$ cat config.mk
export PLATFORM = sky130hd
export DESIGN_NAME = vend_controller
export DESIGN_NICKNAME = d
export VERILOG_FILES = /design/src/rtl/vend_pkg.sv /design/src/rtl/vend_stock_bank.sv /design/src/rtl/vend_controller.sv
export SDC_FILE = /design/constraint.sdc
export NUM_CORES = 1
export LEC_CHECK = 0
export BUFFER_PORTS_ARGS = -buffer_cell sky130_fd_sc_hd__buf_4
export CAP_MARGIN = 5
export CORE_MARGIN = 4
export CORE_UTILIZATION = 40
export CTS_BUF_LIST = sky130_fd_sc_hd__clkbuf_8 sky130_fd_sc_hd__clkbuf_16
export DETAILED_ROUTE_END_ITERATION = 8
export MAX_ROUTING_LAYER = met4
export PLACE_DENSITY = 0.58
export REMOVE_ABC_BUFFERS = 1
export SKIP_CTS_REPAIR_TIMING = 1
export SYNTH_ARGS = -nofsm -noshare
export SYNTH_HDL_FRONTEND = slang
export SYNTH_SLANG_ARGS = --single-unit
$ cat constraint.sdc
create_clock -name clk -period 3.6 [get_ports clk]
set_clock_uncertainty 0.2 [all_clocks]
set_input_delay 0.18 -clock clk [delete_from_list [all_inputs] [get_ports clk]]
set_output_delay 0.18 -clock clk [all_outputs]
set_load 0.02 [all_outputs]
$ cat src/rtl/vend_pkg.sv
// Shared encodings for the vending controller: FSM states, coin codes and the coin unit.
package vend_pkg;

    typedef enum logic [1:0] {
        ST_IDLE   = 2'd0,
        ST_CREDIT = 2'd1,
        ST_VEND   = 2'd2,
        ST_CHANGE = 2'd3
    } state_t;

    localparam logic [1:0] COIN_NONE = 2'b00;
    localparam logic [1:0] COIN_5    = 2'b01;
    localparam logic [1:0] COIN_10   = 2'b10;
    localparam logic [1:0] COIN_BAD  = 2'b11;

    localparam int COIN_UNIT    = 5;
    localparam int NUM_PRODUCTS = 4;

    // Rupee value of a coin code; none and invalid both count as zero.
    function automatic logic [4:0] coin_value(input logic [1:0] code);
        case (code)
            COIN_5:  coin_value = 5'd5;
            COIN_10: coin_value = 5'd10;
            default: coin_value = 5'd0;
        endcase
    endfunction

endpackage

$ cat src/rtl/vend_stock_bank.sv
// Per-product stock counters with bulk reload, single-product decrement and sold-out flags.
module vend_stock_bank
    import vend_pkg::*;
#(
    parameter int STOCK_W    = 4,
    parameter int STOCK_INIT = 8
) (
    input  logic       clk,
    input  logic       reset,
    input  logic       load,
    input  logic       dec,
    input  logic [1:0] idx,
    output logic [3:0] sold_out
);

    localparam logic [STOCK_W-1:0] INIT_VAL = STOCK_W'(STOCK_INIT);

    logic [STOCK_W-1:0] stock [NUM_PRODUCTS];

    // NOTE: this array is a handful of counters, not a RAM, so every entry is reset.
    always_ff @(posedge clk) begin
        if (!reset || load) begin
            for (int i = 0; i < NUM_PRODUCTS; i++) stock[i] <= INIT_VAL;
        end else if (dec && stock[idx] != '0) begin
            stock[idx] <= stock[idx] - 1'b1;
        end
    end

    always_comb begin
        sold_out = '0;
        for (int i = 0; i < NUM_PRODUCTS; i++) sold_out[i] = (stock[i] == '0);
    end

endmodule

$ cat src/rtl/vend_controller.sv
// Vending controller: coin credit, product selection, dispense handshake and change payout.
module vend_controller
    import vend_pkg::*;
#(
    parameter int PRICE0     = 15,
    parameter int PRICE1     = 20,
    parameter int PRICE2     = 25,
    parameter int PRICE3     = 30,
    parameter int MAX_CREDIT = 50,
    parameter int STOCK_W    = 4,
    parameter int STOCK_INIT = 8,
    localparam int CW        = $clog2(MAX_CREDIT + 1)
) (
    input  logic          clk,
    input  logic          reset,
    input  logic [1:0]    in,
    input  logic [1:0]    sel,
    input  logic          sel_valid,
    input  logic          cancel,
    input  logic          refill,
    input  logic          vend_ack,
    input  logic          chg_ack,
    output logic [CW-1:0] credit,
    output logic          coin_reject,
    output logic          sel_err,
    output logic          vend_req,
    output logic [1:0]    vend_id,
    output logic          chg_req,
    output logic [3:0]    sold_out,
    output logic          busy
);

    localparam logic [CW:0]   MAX_C = (CW + 1)'(MAX_CREDIT);
    localparam logic [CW-1:0] UNIT  = CW'(COIN_UNIT);

    state_t        state;
    logic [CW-1:0] price;
    logic [CW:0]   credit_sum;
    logic          open_state;
    logic          cancel_ok;
    logic          sel_ok;
    logic          coin_ok;

    always_comb begin
        case (sel)
            2'd0:    price = CW'(PRICE0);
            2'd1:    price = CW'(PRICE1);
            2'd2:    price = CW'(PRICE2);
            default: price = CW'(PRICE3);
        endcase
    end

    // One extra bit so the ceiling check cannot be fooled by a wrapped sum.
    assign credit_sum = {1'b0, credit} + (CW + 1)'(coin_value(in));
    assign open_state = (state == ST_IDLE) || (state == ST_CREDIT);
    assign cancel_ok  = (state == ST_CREDIT) && cancel;
    assign sel_ok     = (state == ST_CREDIT) && sel_valid && !cancel &&
                        !sold_out[sel] && (credit >= price);
    assign coin_ok    = open_state && (in != COIN_NONE) && (in != COIN_BAD) &&
                        !cancel_ok && !sel_ok && (credit_sum <= MAX_C);

    vend_stock_bank #(
        .STOCK_W   (STOCK_W),
        .STOCK_INIT(STOCK_INIT)
    ) u_stock (
        .clk     (clk),
        .reset   (reset),
        .load    (refill && open_state),
        .dec     (sel_ok),
        .idx     (sel),
        .sold_out(sold_out)
    );

    // NOTE: pulses default low with non-blocking writes; a later write in the same block wins.
    always_ff @(posedge clk) begin
        if (!reset) begin
            state       <= ST_IDLE;
            credit      <= '0;
            coin_reject <= 1'b0;
            sel_err     <= 1'b0;
            vend_req    <= 1'b0;
            vend_id     <= 2'd0;
            chg_req     <= 1'b0;
            busy        <= 1'b0;
        end else begin
            coin_reject <= (in != COIN_NONE) && !coin_ok;
            sel_err     <= sel_valid && !sel_ok && !cancel_ok;

            case (state)
                ST_IDLE, ST_CREDIT: begin
                    if (cancel_ok) begin
                        state   <= ST_CHANGE;
                        chg_req <= 1'b1;
                        busy    <= 1'b1;
                    end else if (sel_ok) begin
                        credit   <= credit - price;
                        state    <= ST_VEND;
                        vend_req <= 1'b1;
                        vend_id  <= sel;
                        busy     <= 1'b1;
                    end else if (coin_ok) begin
                        credit <= credit_sum[CW-1:0];
                        state  <= ST_CREDIT;
                    end
                end

                ST_VEND: begin
                    if (vend_ack) begin
                        vend_req <= 1'b0;
                        if (credit != '0) begin
                            state   <= ST_CHANGE;
                            chg_req <= 1'b1;
                        end else begin
                            state <= ST_IDLE;
                            busy  <= 1'b0;
                        end
                    end
                end

                default: begin
                    // Last coin out (or nothing left) returns straight to IDLE.
                    if (credit == '0) begin
                        chg_req <= 1'b0;
                        state   <= ST_IDLE;
                        busy    <= 1'b0;
                    end else if (chg_req && chg_ack) begin
                        if (credit <= UNIT) begin
                            credit  <= '0;
                            chg_req <= 1'b0;
                            state   <= ST_IDLE;
                            busy    <= 1'b0;
                        end else begin
                            credit <= credit - UNIT;
                        end
                    end
                end
            endcase
        end
    end

endmodule

==> summary.md <==
| Metric | Value |
|---|---|
| Worst-Skew Late Latency | `approximately 290 ps` |
| CTS clk-pin slew, worst paths | `70 ps` |
| Vias in the first global route | `roughly 1900` |
| Area post-placement | `2630 µm²` |
| Row count | `27` |
| Vias | `a little over 2000` |
| CP top delay family | `compound AO/OA/AOI/OAI gates` |
| Critical path's slowest cell | `or3_1` |
| Wire per inst | `around 16 µm` |
| DP HPWL | `approximately 4500 µm` |
| GPL Wtd Cong | `between 0.9 and 1` |
| Design area | `between 2000 and 3000 µm²` |
| Crit-path max cell delay | `between 500 and 600 ps` |
| CP max FO | `8` |
| Peak VDD IR | `slightly below 0.0003 V` |
| First drt pass iteration count | `5` |
| Post-synthesis sequential area ratio | `33.2%` |
| Top post-synthesis cells by count | `nor2_1, nand2_1, edfxtp_1` |
| Worst Hold Class | `in2reg` |
| Worst path cell trace | `inv_1, ha_1, inv_1, fa_1, a21o_1, a21oi_1, o21ba_1, or3_1, a21boi_1, or2_1, a32o_1` |
| Synth cell types | `between 60 and 70` |
| Overall die width | `84.6 µm` |
| Avg Inst Size Synth | `roughly 9.1 µm²` |
| Setup Crit Path Kind | `reg2reg` |
| First-pass GRT wire length | `between 9000 and 10000 µm` |
| Cts bufs inserted | `5` |
| RSZ-0062 raised after global routing | `no` |
| Chip height | `between 80 and 90 µm` |
| Max-Cap Viols | `0` |
| Initial antenna violation count | `0` |
| Largest cells by area after synthesis | `edfxtp_1, dfxtp_1, ha_1, mux4_2, nor2_1` |
| Syn Inst Count | `~260` |
| Synth area leader | `edfxtp_1` |
| Failing checks | `negative hold slack` |
| Post-synth EDFFs | `16` |
| Synth top area share | `20.5%` |
| #FFs+latches synth | `31` |
| Largest net degree at the start of global routing | `21` |
| Status | `complete, but fails checks` |
| Final period utilization | `slightly above 90%` |
| Pre-CTS setup slack | `115 ps` |
| Startpoint types | `register` |
| Max-slew violations | `0` |
| Crit path capture type | `register` |
| GRT Residual Overflow | `0` |
| Drc violations | `0` |
| Max Clk Rate | `303 MHz` |
| Htree depth | `2` |
| Leak Pwr | `~0.0011 µW` |
| Cell Pwr Density | `approximately 460 nW/µm²` |
| Antenna diode count | `0` |
| I/O pin count | `28` |
| Die area | `roughly 7200 µm²` |
| Mapped Area | `between 2000 and 2500 µm²` |
| Data arrival time of the worst path | `around 3300 ps` |
| Final Routed Wirelength | `about 5800 µm` |
| Async SR Flop Fraction | `0%` |
| Worst Tran Pin Value | `slightly above 500 ps` |
| DRT iter0 DRCs | `150` |
| DRT antenna net count | `0` |
| Layout cells sized above 1 | `20.1%` |
| # setup viols final | `0` |
| Final-report hold violation count | `1` |
| GRT Total Usage | `17.2%` |
| Count leader, synth | `nor2_1` |
| Post-synth top flop | `edfxtp_1` |
| Crit path required time | `approximately 3600 ps` |
| Post-layout nets | `313` |
| Yosys Warn Count | `0` |
| Initial core utilization | `between 40% and 50%` |
| CTS tree | `built` |
| Worst rel slew slack | `approximately two thirds` |
| TritonCTS Sinks | `31` |
| Final core utilization | `49.6%` |
| CP dominant cell by count | `inv_1` |
| Core Area | `approximately 5600 µm²` |
| Area delta synth->final | `18.3%` |
| Min Tclk post-route | `~3300 ps` |
| Final WS setup | `296 ps` |
| Clock Tree Buf Depth | `2` |
| Clk root buf | `clkbuf_8` |
| Worst Path Buf+Inv | `2` |
| I/O Buffers | `27` |
| Vias per cell | `roughly 5.7` |
| Tot Pwr | `about 1300 µW` |
| Hold slack | `-16.0 ps` |
per-stage QoR:
| step | instances | hold WS, ps | TNS [ps] |
|---|---|---|---|
| floorplan | 240 | 93.8 | -3180 |
| global placement | 351 | 217 | 0 |
| detailed placement | 351 | 234 | 0 |
| CTS | 359 | -66.5 | 0 |
| global route | 360 | 14.2 | 0 |
| finish | 360 | -16.0 | 0 |
placed cells by master (no fill, tap or decap), drive strengths merged, types with 4 or more instances in the layout:
master / instances
or3: 6
and2: 5
a21oi: 14
clkbuf: 5
o22ai: 5
mux4: 4
nor2: 24
nor4: 4
ha: 14
edfxtp: 16
dfxtp: 15
xnor2: 5
nand3: 5
inv: 11
o31ai: 5
buf: 39
nor2b: 7
mux2i: 8
nand2b: 6
nand2: 21
o21ai: 14
a21boi: 4
final timing paths:
check,end,slack (ps),from,cells after the start
max,credit[2],300,credit[0],11
min reg2reg,vend_id[0],330,vend_id[0],2
max reg2reg,credit[2],300,credit[0],11
min,coin_reject,-20,in[1],3
layout make-up:
cell class / instances / area, µm²
inverter: 11 / 41.3
tap: 72 / 90.1
multi-input combinational: 198 / 1430
fill: 549 / 2830
clock inverter: 3 / 67.6
clock buffer: 5 / 68.8
sequential: 31 / 781
timing repair buffer: 40 / 303
worst register-to-register path: cells and delay by family (launching register included):
family | cells | cell delay [ps]
adders and majority gates | 2 | 440
and+or+nand+nor | 2 | 810
DFF | 1 | 510
buffers and inverters | 2 | 190
AOI/OAI and AO/OA | 5 | 1110
sequential cells by signal (all words and copies together) (netlist names):
| register | count |
|---|---|
| busy | 1 |
| chg_req | 1 |
| coin_reject | 1 |
| credit | 6 |
| sel_err | 1 |
| state | 2 |
| u_stock.stock | 16 |
| vend_id | 2 |
| vend_req | 1 |
metal layers:
metal  global-route usage (%)  share of wire (%)  up-vias
met5                        -                  0        -
met3                     2.85                5.8        7
met2                     23.6                 43       63
met1                     25.7                 50      980
li1                         -                  -     1012
met4                     5.18                1.4        0
logic make-up after synthesis:
kind of cell | synth area share [%]
XOR/XNOR | 2.98
adder cells (fa/ha/maj) | 8.31
flip-flops | 33.2
multiplexers | 7.25
AND/OR/NAND/NOR | 19.7
buffers and inverters | 6.18
AO/OA/AOI/OAI | 22.3
power by group:
| group | switching (µW) | total, µW | leakage, µW | internal (µW) |
|---|---|---|---|---|
| sequential | 31.4 | 435 | 0.000285 | 404 |
| combinational | 257 | 442 | 0.000793 | 185 |
| clock | 137 | 413 | 0.0000644 | 276 |
| total | 426 | 1290 | 0.00114 | 865 |
No activity file was read; power rests on OpenSTA's default activity.
